[src/rtl/key_event_encoder.sv]
// Debounces synchronized key levels and queues press/release note events in a small FIFO.
// Optional macro KEY_EVT_RELEASE_EN: when defined, release events are queued too.
module key_event_encoder #(
  parameter int unsigned NKEYS      = 17,
  parameter int unsigned DB_CYCLES  = 4,
  parameter int unsigned FIFO_DEPTH = 4,
  localparam int unsigned KW        = $clog2(NKEYS),
  localparam int unsigned PW        = $clog2(FIFO_DEPTH)
) (
  input  logic             clk,
  input  logic             nrst,
  input  logic [NKEYS-1:0] sync_keys,
  input  logic             evt_ready,
  output logic             evt_valid,
  output logic [KW-1:0]    evt_key,
  output logic             evt_press,
  output logic [NKEYS-1:0] held_keys,
  output logic [PW:0]      fifo_count
);

  logic [NKEYS-1:0] r_held;
  logic [NKEYS-1:0] r_pend;
  logic [7:0]       r_cnt [NKEYS];
  logic [KW:0]      r_mem [FIFO_DEPTH];
  logic [PW-1:0]    r_wptr;
  logic [PW-1:0]    r_rptr;
  logic [PW:0]      r_count;

  logic [7:0]       w_cnt_d [NKEYS];
  logic [NKEYS-1:0] w_toggle;
  logic [NKEYS-1:0] w_grant_vec;
  logic [NKEYS-1:0] w_pend_d;
  logic [KW-1:0]    w_sel;
  logic             w_any;
  logic             w_sel_held;
  logic             w_drop;
  logic             w_full;
  logic             w_pop;
  logic             w_grant;
  logic             w_push;
  logic [KW:0]      w_head;

  // Counter reaching DB_CYCLES toggles the debounced level instead of storing the value.
  always_comb begin
    w_toggle = '0;
    for (int i = 0; i < NKEYS; i++) begin
      w_cnt_d[i] = '0;
      if (sync_keys[i] != r_held[i]) begin
        if (r_cnt[i] == 8'(DB_CYCLES - 1)) begin
          w_toggle[i] = 1'b1;
        end else begin
          w_cnt_d[i] = r_cnt[i] + 8'd1;
        end
      end
    end
  end

  always_comb begin
    w_any = 1'b0;
    w_sel = '0;
    for (int i = NKEYS - 1; i >= 0; i--) begin
      if (r_pend[i]) begin
        w_any = 1'b1;
        w_sel = KW'(i);
      end
    end
  end

  assign w_sel_held = r_held[w_sel];

`ifdef KEY_EVT_RELEASE_EN
  assign w_drop = 1'b0;
`else
  // Releases are retired from the pending set without consuming a FIFO slot.
  assign w_drop = ~w_sel_held;
`endif

  assign w_full      = (r_count == (PW + 1)'(FIFO_DEPTH));
  assign w_pop       = evt_valid & evt_ready;
  assign w_grant     = w_any & (w_drop | ~w_full | w_pop);
  assign w_push      = w_grant & ~w_drop;
  assign w_grant_vec = w_grant ? (NKEYS'(1) << w_sel) : '0;
  // A toggle on the same edge as service re-arms pending for the opposite transition.
  assign w_pend_d    = (r_pend & ~w_grant_vec) ^ w_toggle;

  always_ff @(posedge clk or negedge nrst) begin
    if (!nrst) begin
      r_held <= '0;
      r_pend <= '0;
      for (int i = 0; i < NKEYS; i++) begin
        r_cnt[i] <= '0;
      end
    end else begin
      r_held <= r_held ^ w_toggle;
      r_pend <= w_pend_d;
      for (int i = 0; i < NKEYS; i++) begin
        r_cnt[i] <= w_cnt_d[i];
      end
    end
  end

  always_ff @(posedge clk or negedge nrst) begin
    if (!nrst) begin
      r_wptr  <= '0;
      r_rptr  <= '0;
      r_count <= '0;
      for (int i = 0; i < FIFO_DEPTH; i++) begin
        r_mem[i] <= '0;
      end
    end else begin
      if (w_push) begin
        r_mem[r_wptr] <= {w_sel, w_sel_held};
        r_wptr        <= r_wptr + PW'(1);
      end
      if (w_pop) begin
        r_rptr <= r_rptr + PW'(1);
      end
      unique case ({w_push, w_pop})
        2'b10:   r_count <= r_count + (PW + 1)'(1);
        2'b01:   r_count <= r_count - (PW + 1)'(1);
        default: r_count <= r_count;
      endcase
    end
  end

  assign w_head     = r_mem[r_rptr];
  assign evt_valid  = (r_count != '0);
  assign evt_key    = evt_valid ? w_head[KW:1] : '0;
  assign evt_press  = evt_valid & w_head[0];
  assign held_keys  = r_held;
  assign fifo_count = r_count;

endmodule

[config.mk]
export PLATFORM = sky130hd
export DESIGN_NAME = key_event_encoder
export DESIGN_NICKNAME = d
export VERILOG_FILES = /design/src/rtl/key_event_encoder.sv
export SDC_FILE = /design/constraint.sdc
export NUM_CORES = 1
export LEC_CHECK = 0
export ABC_AREA = 1
export BUFFER_PORTS_ARGS = -buffer_cell sky130_fd_sc_hd__buf_2
export CAP_MARGIN = 30
export CORE_UTILIZATION = 45
export DETAILED_ROUTE_END_ITERATION = 10
export SLEW_MARGIN = 20
export SYNTH_ARGS = -nofsm -noshare
export SYNTH_HDL_FRONTEND = slang
export SYNTH_SLANG_ARGS = --single-unit
[constraint.sdc]
create_clock -name clk -period 3.5 [get_ports clk]
set_input_delay 0.7 -clock clk [delete_from_list [all_inputs] [get_ports clk]]
set_output_delay 0.7 -clock clk [all_outputs]
set_load 0.05 [all_outputs]
## Word level (Yosys, flattened, before mapping)

Cells that the tools add are included.

- Bits in registers: 201
- Bits of input ports: 20
- Output and inout port bits: 27

- $add $sub $neg: 21
- $lt $le $gt $ge: 4
- Equal/unequal tests: 37
- Shift operators: 1
- Multiplexer cells: 113
- Bitwise gates (word level): 14
- Reductions and logical operators: 3

Operators with widths:

| kind | count |
|---|---|
| 8-bit 2-to-1 mux | 34 |
| 8-bit by 1-bit adder with 8-bit output (second input constant) | 17 |
| 8-bit by 2-bit == test with 1-bit output (second input constant) | 17 |
| 5-bit 2-to-1 mux | 18 |
| 1-bit 2-to-1 mux | 52 |
| 17-bit bitwise XOR | 2 |
| 24-bit bitwise mux | 1 |
| 6-bit 2-to-1 mux | 3 |
| 17-bit bitwise AND | 1 |
| 17-bit 2-to-1 mux | 1 |
| 1-bit != test | 17 |
| 17-bit inverter | 1 |
| 1-bit by 5-bit left shift with 17-bit output (first input constant) | 1 |
| 6-bit binary-select mux with 2-bit select | 1 |
| 6-bit demux with 2-bit select | 1 |
| 3-bit >= comparator (second input constant) | 2 |
| 5-bit by 6-bit < comparator with 1-bit output (second input constant) | 1 |
| 2-bit inverter with 3-bit output | 2 |
| 3-bit case mux with 2 select lines | 1 |
| 1-bit binary-select mux with 5-bit select | 1 |
| 2-bit by 1-bit adder with 2-bit output (second input constant) | 2 |
| 1-bit bitwise AND | 4 |
| 3-bit by 1-bit adder with 3-bit output (second input constant) | 1 |
| 3-bit == test (second input constant) | 1 |
| 9 further kinds | 11 |

## Logic depth before layout (Yosys ltp)

Gate-level depths: netlist of the first run.

- Depth in word-level cells: 27
- Gate-level depth with buffers: 28
- Gate-level depth less buffers: 28

## Worst setup path before layout of the first run

Ideal clock, no wire load.

- Path type: flip-flop to flip-flop
- From: register r_pend[15]
- To: register r_count[2], in the netlist fifo_count[2]
- Library setup time: 0.131 ns
- Arrival: 2.713 ns
- Setup slack: 0.656 ns
- Stages on the path, launching flop included: 25
- Clock period less this slack: 2.844 ns
- Cell sequence: dfrtp_1 > inv_1 > nand2_1 > nand3_1 > nand3_1 > nand3_1 > nand3_1 > nand2_1 > nand2_1 > nand2_2 > inv_2 > buf_6 > nand4_1 > nand2_1 > nor2_1 > nand3_1 > nand3_1 > nand3_2 > nand3_4 > ha_1 > inv_1 > fa_1 > a21oi_1 > o21ai_0 > xor2_1

- Longest elaborated chain between the ends: 25

Ends and longest elaborated chain:

| item | line | text |
|---|---|---|
| start: declaration | 22 | `logic [NKEYS-1:0] r_pend;` |
| start signal: assignment | 95 | `r_pend <= w_pend_d;` |
| 5-bit 2-to-1 mux (16 in series) | 62 | `if (r_pend[i]) begin` |
| 1-bit binary-select mux with 5-bit select | 69 | `assign w_sel_held = r_held[w_sel];` |
| 1-bit 2-to-1 mux (implied by the code) | 69 |  |
| 1-bit inverter | 75 | `assign w_drop = ~w_sel_held;` |
| 1-bit OR (2 in series) | 80 | `assign w_grant = w_any & (w_drop \| ~w_full \| w_pop);` |
| 1-bit bitwise AND | 80 |  |
| 1-bit bitwise AND * | 81 | `assign w_push = w_grant & ~w_drop;` |
| 2-bit by 1-bit == test with 1-bit output or 2-bit == test (tied branches) | 118 | `unique case ({w_push, w_pop})` |
| 3-bit case mux with 2 select lines or 2-bit nonzero test (tied branches) | n/a |  |
| end signal: assignment | 119 | `2'b10: r_count <= r_count + (PW + 1)'(1);` |
| end signal: assignment | 120 | `2'b01: r_count <= r_count - (PW + 1)'(1);` |
| end signal: assignment | 121 | `default: r_count <= r_count;` |
| end: declaration | 27 | `logic [PW:0] r_count;` |

Mark *: on every way between the ends. The rest lies on a longest branch, timed or not. The select of a mux whose other input is x is not followed.
A chain may end at the register's enable or synchronous reset.

## Worst setup path after layout of the first run

- From: register r_pend[1]
- To: register r_count[2], in the netlist fifo_count[2]

- Longest elaborated chain between the ends: 11

Ends and longest elaborated chain:

| item | line |
|---|---|
| 5-bit 2-to-1 mux (2 in series) | 62 |
| 1-bit binary-select mux with 5-bit select | 69 |
| 1-bit 2-to-1 mux (implied by the code) | 69 |
| 1-bit inverter | 75 |
| 1-bit OR (2 in series) | 80 |
| 1-bit bitwise AND | 80 |
| 1-bit bitwise AND * | 81 |
| 2-bit by 1-bit == test with 1-bit output or 2-bit == test (tied branches) | 118 |
| 3-bit case mux with 2 select lines or 2-bit nonzero test (tied branches) | n/a |

Marks and branches as above.

==> results of run 1 <==
## final timing paths
check	start	endpoint	slack (ns)	cells past startpoint
setup / recovery	r_pend[1]	fifo_count[2]	0.40	15
hold / removal	nrst	r_cnt[118]	0.21	1
setup reg to reg	r_pend[1]	fifo_count[2]	0.40	15
hold reg to reg	r_cnt[40]	r_cnt[40]	0.45	1
max in group asynchronous	nrst	r_cnt[4]	2.51	2
min in group clk	sync_keys[1]	register	0.40	3
## flip-flops by register name, summed over array words and instances, names as in the netlist, named ones only
name,cells
r_wptr,2
r_cnt,136
r_rptr,2
fifo_count,3
r_mem,24
r_pend,17
## routing by layer
layer	wire, µm	vias up	track usage
met5	0	-	0
met4	626	0	0.0664
met3	757	38	0.0337
met2	9230	116	0.299
met1	10400	3739	0.261
li1	-	4264	-
## cell usage after synthesis (2+ instances only)
| cell | n | area, µm² |
|---|---|---|
| nand2_1 | 266 | 998 |
| inv_1 | 214 | 803 |
| dfrtp_1 | 201 | 5030 |
| nor2_1 | 179 | 672 |
| nand3_1 | 96 | 480 |
| a21oi_1 | 70 | 350 |
| nor3_1 | 52 | 260 |
| o21ai_0 | 36 | 180 |
| ha_1 | 22 | 275 |
| xor2_1 | 22 | 193 |
| xnor2_1 | 19 | 166 |
| nor4_1 | 16 | 100 |
| and3_1 | 12 | 75.1 |
| nand4_1 | 12 | 75.1 |
| or2_2 | 12 | 75.1 |
| o21ai_1 | 10 | 50.1 |
| nand3b_1 | 6 | 45.0 |
| nor3b_1 | 6 | 45.0 |
| o41ai_1 | 6 | 52.6 |
| and2_1 | 5 | 31.3 |
| clkbuf_1 | 5 | 18.8 |
| nand2_2 | 4 | 25.0 |
| nor2_4 | 4 | 45.0 |
| inv_2 | 3 | 11.3 |
| nand2_4 | 3 | 33.8 |
| nand3_2 | 3 | 30.0 |
| mux2_2 | 2 | 22.5 |
## area by class of cell
cell class | instances | area [µm²]
Fill cell | 2101 | 10400
Sequential cell | 201 | 5030
Multi-Input combinational cell | 870 | 4380
Inverter | 217 | 815
Clock buffer | 36 | 716
Tap cell | 280 | 350
Timing Repair Buffer | 54 | 324
Clock inverter | 8 | 53.8
Antenna cell | 1 | 2.50
## power breakdown
| part | leakage, µW | switching [µW] | total (µW) | internal, µW |
|---|---|---|---|---|
| Clock | 0.000382 | 965 | 2380 | 1410 |
| Sequential | 0.00266 | 516 | 3380 | 2870 |
| Combinational | 0.00259 | 2840 | 4120 | 1280 |
| Total | 0.00563 | 4320 | 9890 | 5560 |
## worst max-delay path, delay by kind of cell (launching register included)
family | cells | cell delay, ns
buffers and inverters | 2 | 0.43
AO/OA/AOI/OAI | 2 | 0.24
adder cells (fa/ha/maj) | 2 | 0.52
XOR/XNOR | 1 | 0.14
flip-flops | 1 | 0.41
AND/OR/NAND/NOR | 8 | 1.19
## repair_timing
action                     CTS  global route
resized for setup            0             0
setup endpoints to repair    0             1
setup buffers                0             3
## through the flow
step                      power (µW)   util
after detailed placement        7470  0.492
after global placement          7410  0.492
final                           9890  0.528
after CTS                       9910  0.527
after global routing           10700  0.528
after floorplan                 6470      -
## logic make-up (layout without fill, tap and decap cells)
logic type,after synthesis,count (layout),synth area share
XOR/XNOR,41,41,0.0350
multiplexers,2,2,0.00219
flip-flops,201,201,0.490
AND/OR/NAND/NOR,681,681,0.298
adder cells (fa/ha/maj),23,23,0.0288
AO/OA/AOI/OAI,123,123,0.0623
buffers and inverters,225,315,0.0835
other,0,1,0
==> impl_metrics.ini, run 1 <==
[floorplanning]
die_h_um = 153
ios = 47
die_x_um = 153
core_mm2 = 0.0221
dieArea_mm2 = 0.0234
fp-row-count = 54
initial_core_util = 0.465

[job]
max_cap_viol_count = 0

[global_routing]
grt_max_degree = 74
grt_usage = 0.189
grt_overflow_total = 0
first_global_vias = 8017
grt_pass1_wl_um = 36900
antenna_found_initial = 1

[detailed_routing]
wirelength_um = 21000
viasPerCell = 4.89
dr.pass1.iters = 4
ant_nets = 0
drc = 0
drtIter0Drc = 362
routedWlPerCell_um = 12.6
num_vias = 8157

[synth]
synth_edf_count = 0
syn_area_mm2 = 0.0103
yosysSeqAreaShare = 0.490
yosys_warnings = 0
synth-seq-cells = 201
avgSynthCellArea_um2 = 7.92
ys.flop_type = dfrtp_1
synthArstFlopShare = 1.00
syn_inst = 1296
yosysUniqueCellTypes = 37
synth.net_count = 1339

[placement]
io_buffers = 46
dp_hpwl_um = 15300
dp.cells = 1619
dpl_cell_area_mm2 = 0.0109
dp_slack_ns = 0.349
gp_congestion = 0.880

[final_layout]
final_common_cell = nand2_1
area_growth_pct = 13.7
final_cell_mix = nand2_1 (266), inv_1 (214), dfrtp_1 (201), nor2_1 (179), nand3_1 (96)
fin_nets = 1411
stdcell_area_mm2 = 0.0117
fin_cells = 1667
drive_gt1_frac = 0.0931

[cts]
numCtsBuffers = 24
clock_path_buffers = 3
root_buffer = clkbuf_16
cts_tree = done
cts_num_sinks = 201
htreeDepth = 1
clk_latency_ns = 0.53
clk_pin_slew_ns = 0.06
ctsHoldBuffers = 0

[sta]
final_hold_viol_count = 0
maxSlewViolCount = 0
finClkSkew_ns = 0.0254
post-route-period-util = 0.884
setup_tns_ns = 0
fin_ws_ns = 0.405
max_slew_margin = 0.586
whs_ns = 0.212
post-route-min-period_ns = 3.10
setup_viol = 0
worst_pin_slew_ns = 0.621
max_freq_mhz = 323
rsz0062_at_grt = false

[power_and_ir_drop]
powerDensity_mw_per_mm2 = 847
max-vdd-ir-drop_mv = 0.593
p_leak_uw = 0.00563

[critical_path]
start_kind = register
worstPathMaxFanout = 14
cp-end-kind = register
required_ns = 3.89
path_common_cell = nor2_1
critPathKind = reg2reg
crit_chain = nor2_1, nand2_1, nor2_1, nand2_2, inv_1, nor2_1, nand3_1, nand3_2, nand3_4, ha_1, inv_1, fa_1, a21oi_1, o21ai_0, xor2_1
max_stage_delay_ns = 0.41
cp.arrival_ns = 3.48
crit_path_top_delay_cell = dfrtp_1

[outcome]
outcome = finished, final reports clean

[min_path]
hp-class = in2async
No activity file was read; power rests on OpenSTA's default activity.
==> inputs of run 2 (changes only) <==
- clock period: 3.5 -> 3.1 ns (I/O delays scaled with it)
==> impl_metrics.ini, run 2 (same netlist as run 1, synthesis figures left out) <==
[cts]
htreeDepth = 1
clk_pin_slew_ns = 0.06
cts_num_sinks = 201
clock_path_buffers = 3
clk_latency_ns = 0.50
root_buffer = clkbuf_16
cts_tree = done
numCtsBuffers = 23

[detailed_routing]
viasPerCell = 4.91
num_vias = 8232
dr.pass1.iters = 5
drtIter0Drc = 480
drc = 0
routedWlPerCell_um = 12.6
wirelength_um = 21200
ant_nets = 0

[floorplanning]
fp-row-count = 54
initial_core_util = 0.465
dieArea_mm2 = 0.0234
ios = 47
core_mm2 = 0.0221
die_x_um = 153
die_h_um = 153

[critical_path]
cp-end-kind = register
cp.arrival_ns = 3.34
required_ns = 3.48
start_kind = register
worstPathMaxFanout = 6
critPathKind = reg2reg

[placement]
dp_hpwl_um = 15300
io_buffers = 46
gp_congestion = 0.907

[job]
max_cap_viol_count = 0

[global_routing]
grt_max_degree = 82
grt_usage = 0.188
grt_pass1_wl_um = 36600
antenna_found_initial = 0
grt_overflow_total = 0
first_global_vias = 7934

[power_and_ir_drop]
p_leak_uw = 0.00575
powerDensity_mw_per_mm2 = 992
max-vdd-ir-drop_mv = 0.498
power_uw = 11800

[sta]
worst_pin_slew_ns = 0.655
whs_ns = 0.157
post-route-period-util = 0.955
post-route-min-period_ns = 2.96
max_slew_margin = 0.564
setup_viol = 0
setup_tns_ns = 0
finClkSkew_ns = 0.00885
max_freq_mhz = 338
final_hold_viol_count = 0
maxSlewViolCount = 0

[final_layout]
final_cell_mix = nand2_1 (261), inv_1 (210), dfrtp_1 (201), nor2_1 (176), nand3_1 (85)
reg_top3 = r_cnt (136), r_mem (24), r_pend (17)
num_antenna_cells = 0
area_growth_pct = 16.4
largest-register = r_cnt
final_common_cell = nand2_1
drive_gt1_frac = 0.122
largest_register_ffs = 136
fin_nets = 1424

[outcome]
outcome = finished, final reports clean

[min_path]
hp-class = in2async
## run 2: layer usage
metal / global-route usage / vias to the layer above / wire (µm)
li1: - / 4286 / -
met1: 0.265 / 3786 / 10400
met2: 0.302 / 132 / 9430
met3: 0.0286 / 28 / 994
met4: 0.0500 / 0 / 376
met5: 0 / - / 0
## run 2: area by class of cell
type | instances | area, µm²
flip-flops and latches | 201 | 5030
well taps | 280 | 350
fillers | 2025 | 10100
multi-input cells | 870 | 4490
clock inverters | 10 | 150
inverters | 217 | 827
clock buffers | 31 | 676
repair buffers | 68 | 420
## run 2: where the power goes
group          leakage [µW]  total, µW  switching (µW)  internal [µW]
registers           0.00266       3830             594           3240
clock network      0.000415       2920            1070           1850
logic               0.00268       5090            3400           1700
## run 2: repair_timing
item                                    in CTS  in global routing
hold buffers                                 0                  0
setup buffers                                0                  8
endpoints found under the setup margin       0                  2
gates resized for setup                      0                 41
## run 2: final timing paths
check / from / endpoint / slack [ns] / cells past startpoint
worst max-delay path: r_pend[14] / fifo_count[2] / 0.14 / 24
worst min-delay path: nrst / r_cnt[116] / 0.16 / 1
worst max register to register: r_pend[14] / fifo_count[2] / 0.14 / 24
worst min register to register: r_cnt[88] / r_cnt[88] / 0.46 / 1
max in group asynchronous: nrst / r_cnt[73] / 2.16 / 2
min in group clk: sync_keys[14] / register / 0.35 / 3
## run 2: critical path: stages (launching register included)
cell	delay (ns)
dfrtp_1	0.40
inv_2	0.07
nand2_2	0.07
nand3_2	0.07
nand3_2	0.07
nand3_2	0.07
nand3_2	0.06
nand2_2	0.07
nand2_2	0.06
nand2_4	0.14
clkinv_8	0.08
buf_6	0.13
nand3_1	0.07
nand2_1	0.05
nor2_1	0.13
nand3_1	0.11
nand3_2	0.08
nand3_2	0.10
nand3_4	0.11
ha_4	0.13
inv_2	0.05
fa_2	0.39
a21oi_2	0.12
o21ai_1	0.08
xor2_1	0.14
## run 2: metrics by stage
| step | utilization | std cells | setup WS, ns | instance area, µm² |
|---|---|---|---|---|
| 3_3_place_gp | 0.495 | 1628 | 0.176 | 10900 |
| 3_5_place_dp | 0.495 | 1628 | 0.0993 | 10900 |
| 4_1_cts | 0.532 | 1669 | 0.0678 | 11800 |
| 5_1_grt | 0.541 | 1677 | -0.0984 | 11900 |
| 2_1_floorplan | - | 1296 | 0.256 | 10300 |
| 6_report | 0.541 | 1677 | 0.139 | 11900 |
